`src/rtl/dpram_port_master.sv`:
```
// -----------------------------------------------------------------------------
// dpram_port_master
//
// This module is a request queue and issuer that sits directly upstream of one
// dpram port. A client pushes read and write requests into a small FIFO. The
// FIFO head is presented to the memory port. Read data returns on a response
// channel after the memory read latency. Use one instance per dpram port.
//
// Handshake semantics (valid/ready, used on the req and mem channels):
//   A transfer happens on a rising clk edge where valid && ready are both 1.
//   Once valid is raised, the payload stays stable until the transfer.
//   req_ready does not depend on req_valid. mem_valid does not depend on
//   mem_ready. The rsp channel is a one-cycle pulse with no backpressure.
//
// Ports:
//   clk, rst_n              clock and synchronous active-low reset
//   req_valid/req_ready     client request handshake
//   req_we/addr/data        request payload (req_data is ignored on reads)
//   mem_valid/mem_ready     memory port handshake
//   mem_we/addr/data        memory port payload, taken from the queue head
//   mem_q                   memory read data, valid READ_LAT cycles after a
//                           read transfer
//   rsp_valid/addr/data     registered read response
//   count                   number of occupied queue entries
// -----------------------------------------------------------------------------
module dpram_port_master #(
  parameter int DATA_WIDTH = 8,
  parameter int ADDR_WIDTH = 6,
  parameter int DEPTH      = 4,
  parameter int READ_LAT   = 1
) (
  input  logic                      clk,
  input  logic                      rst_n,
  input  logic                      req_valid,
  output logic                      req_ready,
  input  logic                      req_we,
  input  logic [ADDR_WIDTH-1:0]     req_addr,
  input  logic [DATA_WIDTH-1:0]     req_data,
  output logic                      mem_valid,
  input  logic                      mem_ready,
  output logic                      mem_we,
  output logic [ADDR_WIDTH-1:0]     mem_addr,
  output logic [DATA_WIDTH-1:0]     mem_data,
  input  logic [DATA_WIDTH-1:0]     mem_q,
  output logic                      rsp_valid,
  output logic [ADDR_WIDTH-1:0]     rsp_addr,
  output logic [DATA_WIDTH-1:0]     rsp_data,
  output logic [$clog2(DEPTH):0]    count
);

  localparam int PTR_W = $clog2(DEPTH);
  localparam int CNT_W = $clog2(DEPTH) + 1;

  // Queue storage. These registers have no reset. The issue side masks them
  // to zero whenever the queue is empty.
  logic                  q_we   [DEPTH];
  logic [ADDR_WIDTH-1:0] q_addr [DEPTH];
  logic [DATA_WIDTH-1:0] q_data [DEPTH];

  logic [PTR_W-1:0] wr_ptr;
  logic [PTR_W-1:0] rd_ptr;

  logic push;
  logic pop;
  logic pop_read;

  // The read tracking pipeline carries {flag, addr}. One stage is used per
  // cycle of memory latency.
  logic [READ_LAT-1:0]   pipe_vld;
  logic [ADDR_WIDTH-1:0] pipe_addr [READ_LAT];

  // req_ready comes only from the registered count. The rst_n term keeps
  // req_ready low while reset is held.
  assign req_ready = rst_n && (count < CNT_W'(DEPTH));
  assign mem_valid = (count != '0);

  assign mem_we   = mem_valid ? q_we[rd_ptr]   : 1'b0;
  assign mem_addr = mem_valid ? q_addr[rd_ptr] : '0;
  assign mem_data = mem_valid ? q_data[rd_ptr] : '0;

  assign push     = req_valid && req_ready;
  assign pop      = mem_valid && mem_ready;
  assign pop_read = pop && !mem_we;

  // Queue payload writes. No write can happen while in reset, because push
  // is gated by req_ready.
  always_ff @(posedge clk) begin
    if (push) begin
      q_we[wr_ptr]   <= req_we;
      q_addr[wr_ptr] <= req_addr;
      q_data[wr_ptr] <= req_data;
    end
  end

  // Pointers wrap naturally because DEPTH is a power of two. count can never
  // exceed DEPTH, because req_ready is low when the queue is full.
  always_ff @(posedge clk) begin
    if (!rst_n) begin
      wr_ptr <= '0;
      rd_ptr <= '0;
      count  <= '0;
    end else begin
      if (push) wr_ptr <= wr_ptr + PTR_W'(1);
      if (pop)  rd_ptr <= rd_ptr + PTR_W'(1);
      unique case ({push, pop})
        2'b10:   count <= count + CNT_W'(1);
        2'b01:   count <= count - CNT_W'(1);
        default: count <= count;
      endcase
    end
  end

  // Read response path. The last pipeline stage lines up with the cycle in
  // which mem_q is valid, so mem_q is captured into the response registers
  // at that point. Reset drops every read that is still in flight.
  always_ff @(posedge clk) begin
    if (!rst_n) begin
      pipe_vld  <= '0;
      for (int i = 0; i < READ_LAT; i++) pipe_addr[i] <= '0;
      rsp_valid <= 1'b0;
      rsp_addr  <= '0;
      rsp_data  <= '0;
    end else begin
      pipe_vld[0]  <= pop_read;
      pipe_addr[0] <= mem_addr;
      for (int i = 1; i < READ_LAT; i++) begin
        pipe_vld[i]  <= pipe_vld[i-1];
        pipe_addr[i] <= pipe_addr[i-1];
      end
      rsp_valid <= pipe_vld[READ_LAT-1];
      if (pipe_vld[READ_LAT-1]) begin
        rsp_addr <= pipe_addr[READ_LAT-1];
        rsp_data <= mem_q;
      end
    end
  end

endmodule

```
`config.mk`:
```
export PLATFORM = sky130hd
export DESIGN_NAME = dpram_port_master
export DESIGN_NICKNAME = d
export VERILOG_FILES = /design/src/rtl/dpram_port_master.sv
export SDC_FILE = /design/constraint.sdc
export NUM_CORES = 1
export LEC_CHECK = 0
export ABC_AREA = 1
export CORE_ASPECT_RATIO = 1.5
export CORE_MARGIN = 1.5
export CORE_UTILIZATION = 55
export DETAILED_ROUTE_END_ITERATION = 6
export PLACE_DENSITY = 0.82
export SKIP_CTS_REPAIR_TIMING = 1
export SYNTH_ARGS = -nofsm -noshare
export SYNTH_HDL_FRONTEND = slang
export SYNTH_SLANG_ARGS = --single-unit
```
`constraint.sdc`:
```
create_clock -name clk -period 4 [get_ports clk]
set_clock_uncertainty 0.15 [all_clocks]
set_input_delay 0.8 -clock clk [delete_from_list [all_inputs] [get_ports clk]]
set_output_delay 0.8 -clock clk [all_outputs]
set_load 0.02 [all_outputs]
```
==> metrics.txt, run 1 <==
clock tree sinks 91; FMAX slightly below 300 MHz; clk_lat worst skew about 0.35 ns; CP Buf/Inv Count 2; Antenna Cells 0; DRT Pass-1 Iters 4; r2r setup slk 1.77 ns; Cell Area, Placed 4290 um2; Setup crit end kind primary output; Area growth, synth to finish 25.6%; Hold Crit Start pipe_addr[0][3]$_SDFF_PN0_; CTS tree yes; Die X 69.1 um; Critical R2R Capture count[2]$_SDFFE_PN0P_; nets@finish 459; Worst EP arrival around 2.4 ns; cells after synthesis 361; Starting Density 0.560; Synth Area per Inst between 9 and 10 um2; worst slew pin tran 0.605 ns; fin. max-slew vios 0; total track usage 0.206; PwrDens 623 nW/um2; number of global-route vias before repair 2,531; RePlAce Congestion 0.722; fin crit period between 3 and 4 ns; CP top delay family buffers and inverters; pin count of the biggest net entering global routing 31; GRT Residual Overflow 0; CP required around 3.1 ns; share of cells above drive strength 1 0.0580; DR iter-0 viols ~170; Critical Path, Cell by Cell inv_2 -> nor2_1 -> o21ai_1 -> a21oi_1 -> clkdlybuf4s50_1; path category of the worst min-delay check reg2reg; # DRC 0; global-route wire length before repair 11,100 um; period utilization 0.839; CTS Buffer Depth 2; worst r2r path cells 13; leakage power 1.89 nW; DIE AREA 7070 um2; DRT antenna net count 0; Final setup viols 0; H-Tree Depth 3; PortBufs 61; TritonCTS Buffers 9; Worst-path clk slew 0.08 ns; mapped cell area 3610 um2; Via Count between 2k and 3k; RSZ-0062 raised after global routing no; Warnings, synthesis 0; post-synthesis sequential area ratio 0.671; chip height 102 um; clock root buffer clkbuf_8; setup TNS 0 ns; Hold Path Depth 2; Yosys reg bits slightly above 90; hold_ws 0.311 ns; WL final 6860 um; worst hold endpoint rsp_addr[3]$_SDFFE_PN0P_; critical path class reg2out; Crit Reg-Reg Startpoint count[1]$_SDFFE_PN0P_; design area 4530 um2; HPWL after DPL 4450 um; syn nets 394; Via density 5.11; Yosys cell types 19; # rows 36; Final Hold Violating Endpoints 0; run status completed; relative slew slack 0.596; initial antenna violation count 0; core region area approximately 6400 um2; Crit-path slowest cell dfxtp_1; routed len/inst about 14 um; number of max-cap violations 0; VDD IR max 379 uV; worst-path maximum fanout 16; total power 2.83 mW; Startpoint Class register; Slowest Stage Delay on Critical Path 0.71 ns; IO Pins just over 60
## cell families after synthesis
group                      after synthesis  synth area share
adders and majority gates                6            0.0229
DFF                                     91             0.671
AOI/OAI and AO/OA                       50            0.0700
and+or+nand+nor                        147             0.160
buffers and inverters                   67            0.0763
## how the worst max path moves through the flow
stage	slack (ns)	end	cells after the start	start
finish	0.64	mem_data[4]	5	register
global route	0.45	mem_data[4]	5	register
global placement	0.92	req_ready	4	rst_n
CTS	0.62	mem_data[2]	5	register
floorplan	1.73	mem_data[0]	5	count[1]$_SDFFE_PN0P_
detailed placement	0.89	req_ready	4	rst_n
## synthesized netlist by cell type (all sizes together)
cell / instances / area (um2)
a21oi: 14 / 70.1
o211ai: 1 / 7.51
clkbuf: 3 / 11.3
fa: 1 / 20.0
nand3: 16 / 85.1
dfxtp: 31 / 621
inv: 53 / 199
buf: 11 / 65.1
ha: 5 / 62.6
o21ai: 35 / 175
nand2: 53 / 199
nor2: 78 / 293
edfxtp: 60 / 1800
## where the power goes
group | internal (mW) | switching (mW) | total [mW]
logic | 0.393 | 0.569 | 0.963
clock network | 0.402 | 0.300 | 0.702
registers | 1.10 | 0.0621 | 1.16
total | 1.89 | 0.932 | 2.83
## tightest hold or removal path: stages (launching register included)
cell and delay, ns:
dfxtp_1 0.31, nor2_1 0.04, nor2_1 0.08
## area by class of cell
type                            instances  area [um2]
Clock buffer                           14         206
Clock inverter                          2        35.0
Fill cell                             479        1910
Inverter                               53         199
Multi-Input combinational cell        203         912
Sequential cell                        91        2420
Tap cell                               76        95.1
Timing Repair Buffer                   68         663
## routing by layer
layer | vias up | GRT usage | part of all wire | routed length, um
met3 | 11 | 0.0375 | 0.045 | 310
met1 | 1213 | 0.210 | 0.40 | 2780
met2 | 79 | 0.380 | 0.53 | 3620
met4 | 0 | 0.143 | 0.022 | 149
li1 | 1286 | - | - | -
met5 | - | 0 | 0 | 0
## stage by stage
step | utilization | setup slack, ns | std cells
6_report | 0.704 | 0.644 | 507
5_1_grt | 0.704 | 0.446 | 507
4_1_cts | 0.704 | 0.621 | 507
3_5_place_dp | 0.666 | 0.890 | 491
3_3_place_gp | 0.666 | 0.920 | 491
2_1_floorplan | - | 1.73 | 361
## state kept, by name, indices dropped and copies added (netlist names), named ones only
signal / cells
pipe_addr: 6
rsp_addr: 6
pipe_vld: 1
q_addr: 24
q_data: 32
rsp_valid: 1
q_we: 4
wr_ptr: 2
rsp_data: 8
rd_ptr: 2
count: 3
## placed cells by master (no fill, tap or decap), types with 8 or more instances in the layout
cell,n
inv_1,50
a21oi_1,14
o21ai_0,27
nand2_1,53
clkbuf_8,9
nor2_1,78
edfxtp_1,60
o21ai_1,8
nand3_1,15
dfxtp_1,31
clkdlybuf4s50_1,61
Power figures use the tool's default switching activity.
==> inputs of run 2 (changes only) <==
--- a/config.mk
+++ b/config.mk
@@ -8,9 +8,9 @@
 export ABC_AREA = 1
 export CORE_ASPECT_RATIO = 1.5
 export CORE_MARGIN = 1.5
-export CORE_UTILIZATION = 55
+export CORE_UTILIZATION = 47
 export DETAILED_ROUTE_END_ITERATION = 6
-export PLACE_DENSITY = 0.82
+export PLACE_DENSITY = 0.75
 export SKIP_CTS_REPAIR_TIMING = 1
 export SYNTH_ARGS = -nofsm -noshare
 export SYNTH_HDL_FRONTEND = slang
==> constraint.sdc (replaced) <==
create_clock -name clk -period 3 [get_ports clk]
set_clock_uncertainty 0.15 [all_clocks]
set_input_delay 0.6 -clock clk [delete_from_list [all_inputs] [get_ports clk]]
set_output_delay 0.6 -clock clk [all_outputs]
set_load 0.02 [all_outputs]
==> run 2 against run 1 <==
  * Total power up 46%
  * Via count shrank 2.5%
  * Final cell count increased by 5.1%
  * Combinational power increased by 36%
  * Design area up 3.0%
  * Worst hold slack worse by 0.0060 ns
  * Global-route usage fell by 2.5 points
  * Core utilization is 8.2 points lower
  * Non-clock buffer count is the same
  * Critical endpoint is now mem_data[7]
  * Largest cell class unchanged
  * Highest routed layer unchanged
==> metrics.txt, run 2 (synthesis gave the netlist of run 1 again) <==
run status completed; # rows 39; leakage power 1.93 nW; Crit-path slowest cell clkdlybuf4s50_1; DIE AREA 8230 um2; r2r setup slk 0.69 ns; # DRC 0; total power 4.12 mW; number of global-route vias before repair 2,453; Slowest Stage Delay on Critical Path 0.63 ns; Layout Cells excl Fill about 530; placed insts a little over 500; share of cells above drive strength 1 0.0626; PwrDens a little under 900 nW/um2; Starting Density 0.480; Area growth, synth to finish 29.4%; Cell Area, Placed roughly 4300 um2; core region area 7510 um2; pin count of the biggest net entering global routing 31; Setup crit end kind primary output; Die X ~75 um; number of max-cap violations 0; routed len/inst 12.9 um; clock root buffer clkbuf_16; Antenna Cells 0; most frequent cells in the layout nor2_1 (78), clkdlybuf4s50_1 (61), edfxtp_1 (60), nand2_1 (53), inv_1 (50); IO Pins 62; fin crit period slightly below 3 ns; PortBufs between 60 and 70; fin. max-slew vios 0; Via Count 2,524; Via density 4.74; RSZ-0062 raised after global routing no; Largest regs q_data (32), q_addr (24), rsp_data (8); initial antenna violation count 0; WL final just under 7000 um; nets@finish about 460; HPWL after DPL 4540 um; DR iter-0 viols about 140; CTS tree yes; commonest non-fill, non-tap cell in the layout nor2_1; CTS Buffer Depth 2; global-route wire length before repair around 11,000 um; VDD IR max 442 uV; path category of the worst min-delay check reg2reg; flip-flop count of the largest register after layout 32; FMAX 344 MHz; worst slew pin tran about 0.48 ns; relative slew slack 0.677; hold_ws 0.305 ns; CP required 2.25 ns; DRT antenna net count 0; Worst EP arrival 2.16 ns; clock tree sinks 91; register bank with the most flops q_data; DRT Pass-1 Iters 4; fillcell total 658; critical path class reg2out; chip height 110 um; Critical Path, Cell by Cell nor2_1 -> nand2_1 -> inv_2 -> a21oi_1 -> clkdlybuf4s50_1; period utilization 0.969; clk_lat worst skew about 0.34 ns; RePlAce Congestion 0.714; Startpoint Class register; Final setup viols 0; Worst-path clk slew 0.06 ns; GRT Residual Overflow 0; H-Tree Depth 3; worst-path maximum fanout 11; TritonCTS Buffers 9; design area 4670 um2; total track usage 0.181; Final Hold Violating Endpoints 0
-- run 2: cell type report --
class                      instances  area [um2]  area share
clock inverter                     6         111      0.0238
inverter                          53         199      0.0426
clock buffer                      10         229      0.0490
timing repair buffer              68         667       0.143
tap                              102         128      0.0273
multi-input combinational        203         912       0.195
sequential                        91        2420       0.519
-- run 2: final timing paths --
path / cells past startpoint / end / start
setup reg to reg: 13 / count[2]$_SDFFE_PN0P_ / count[2]$_SDFFE_PN0P_
hold / removal: 2 / rsp_addr[4]$_SDFFE_PN0P_ / pipe_addr[0][4]$_SDFF_PN0_
setup / recovery: 5 / mem_data[7] / count[2]$_SDFFE_PN0P_
hold reg to reg: 2 / rsp_addr[4]$_SDFFE_PN0P_ / pipe_addr[0][4]$_SDFF_PN0_
-- run 2: metal layers --
layer	track usage	wire length [um]	up-vias
li1	-	-	1289
met1	0.190	2780	1166
met2	0.342	3730	59
met3	0.0264	249	10
met4	0.0857	134	0
met5	0	0	-
-- run 2: worst max-delay path: cells and delay by family (launching register included) --
kind | cells | cell delay (ns)
AND/OR/NAND/NOR | 2 | 0.40
AO/OA/AOI/OAI | 1 | 0.20
buffers and inverters | 2 | 0.84
flip-flops | 1 | 0.39
-- run 2: through the flow --
step	util	setup TNS, ns	setup slack (ns)
after floorplan	-	0	0.935
after global placement	0.575	0	0.279
after detailed placement	0.575	0	0.282
after CTS	0.621	-0.00261	-0.00171
after global routing	0.621	0	0.0121
final	0.621	0	0.0928
-- run 2: report_power, final --
| part | internal (mW) | switching (mW) |
|---|---|---|
| Clock | 0.815 | 0.453 |
| Sequential | 1.47 | 0.0713 |
| Combinational | 0.526 | 0.783 |
==> inputs of run 3 (changes only) <==
--- a/config.mk
+++ b/config.mk
@@ -6,6 +6,7 @@
 export NUM_CORES = 1
 export LEC_CHECK = 0
 export ABC_AREA = 1
+export CAP_MARGIN = 20
 export CORE_ASPECT_RATIO = 1.5
 export CORE_MARGIN = 1.5
 export CORE_UTILIZATION = 47
==> results of run 3 <==
Same layout as run 2: the final DEF is identical, and so are final timing and power.
==> RTL change: new RTL, settings of run 2 <==
Change the parameter `READ_LAT` from 1 to 2.
--- a/src/rtl/dpram_port_master.sv
+++ b/src/rtl/dpram_port_master.sv
@@ -28,5 +28,5 @@
   parameter int ADDR_WIDTH = 6,
   parameter int DEPTH      = 4,
-  parameter int READ_LAT   = 1
+  parameter int READ_LAT   = 2
 ) (
   input  logic                      clk,
Formal check against the unedited RTL: not equivalent (a bounded check fails within 4 cycles, from zero or initial values and one cycle with rst_n low).
==> RTL change against run 2 <==
- wire length up 2.8%
- sequential power is 5% higher
- final area grew 3.8%
- area after synthesis increased by 5.6%
- setup slack gained 130 ps
- final cell count is 4.9% higher
- power down 1.1%
- sequential cell count up 7
- non-clock buffer count increased by 2
- via count increased by 5.2%
- synthesized cell count grew 6.1%
- critical endpoint unchanged
- highest routed layer unchanged
==> RTL change: results (changes against run 2) <==
Worst setup path
  • CP Max Fanout: 30 (+19)
  • CP arrival: 2030 ps (-130 ps)

Cells and area
  • Largest regs: q_data (32), q_addr (24), pipe_addr (12)
  • Fillers: 634 (-3.6%)
  • Nets: 482 (+5.0%)
  • Layout cells sized above 1: 0.0639 (+0.00123)

Detailed routing
  • DR iter-0 viols: 167 (+23%)
  • Via count: 2656 (+5.2%)

Synth
  • Synthesized Nets: 416 (+5.6%)
  • Area contributors post-synth: edfxtp_1 47%, dfxtp_1 20%, nor2_1 7.7%, nand2_1 5.9%, inv_1 5.6%
  • Post-synthesis sequential area ratio: 0.672 (+0.000859)
  • Commonest cells in the netlist: 78 x nor2_1, 60 x edfxtp_1, 60 x nand2_1
  • Post-synth EDFFs: 60 (unchanged)

Placement
  • Placer Congestion: 0.796 (+11%)
  • DP Wirelength: 4690 um (+3.4%)
  • Dpl cell area: 4540 um2 (+5.0%)
  • Placement Setup Slack: 280 ps (-1.98 ps)

Global route
  • Total track usage: 0.181 (-0.000254)
  • Met3 usage: 0.0548 (+0.0285)
  • Initial antenna violation count: 0 (unchanged)
  • Number of global-route vias before repair: 2630 (+7.2%)
  • First-pass GRT wire length: 11700 um (+6.9%)
  • Met2 global-route usage: 0.311 (-0.0312)
  • Met1 Resource Use GR: 0.188 (-0.00224)

Power
  • Maximum VDD drop: 0.000634 V (+43%)

Status
  • Run status: complete, no violations
RTL change: worst max-delay path, delay by kind of cell (launching register included):
family	cells	cell delay (ps)
buf+inv	2	1000
compound gates	2	340
flops	1	330
RTL change: area by class of cell:
cell class | count | share of cell area
well taps | 105 | 0.0271
clock buffers | 9 | 0.0465
flip-flops and latches | 98 | 0.529
repair buffers | 70 | 0.140
clock inverters | 7 | 0.0170
multi-input cells | 210 | 0.195
inverters | 60 | 0.0465
RTL change: power breakdown:
group	switching (mW)	internal, mW
combinational	0.774	0.519
sequential	0.0564	1.56
clock	0.499	0.663
RTL change: final timing paths:
path / from / endpoint / slack [ps] / depth (start not counted)
worst max-delay path: register / mem_data[7] / 220 / 4
worst min-delay path: pipe_addr[0][2] / pipe_addr[1][2] / 270 / 2
worst max register to register: count[2] / count[2] / 760 / 14
worst min register to register: pipe_addr[0][2] / pipe_addr[1][2] / 270 / 2
RTL change: stage by stage:
stage | std cells | hold slack, ps | power, mW | utilization
2_1_floorplan | 383 | 240 | 2.39 | -
3_3_place_gp | 543 | 247 | 2.92 | 0.571
3_5_place_dp | 543 | 251 | 2.95 | 0.571
4_1_cts | 559 | 274 | 4.12 | 0.609
5_1_grt | 559 | 287 | 4.29 | 0.609
6_report | 559 | 269 | 4.07 | 0.609
RTL change: routing by layer:
| metal | share of wire | up-vias | routed length, um |
|---|---|---|---|
| met2 | 0.53 | 74 | 3750 |
| met3 | 0.044 | 11 | 315 |
| met4 | 0.024 | 0 | 168 |
| met1 | 0.40 | 1223 | 2860 |
| li1 | - | 1348 | - |
| met5 | 0 | - | 0 |
RTL change: kinds of logic after synthesis:
group	Yosys count	synth area share
compound gates	50	0.0676
fa+ha+maj	6	0.0217
buf+inv	75	0.0807
simple gates	154	0.158
flops	98	0.672
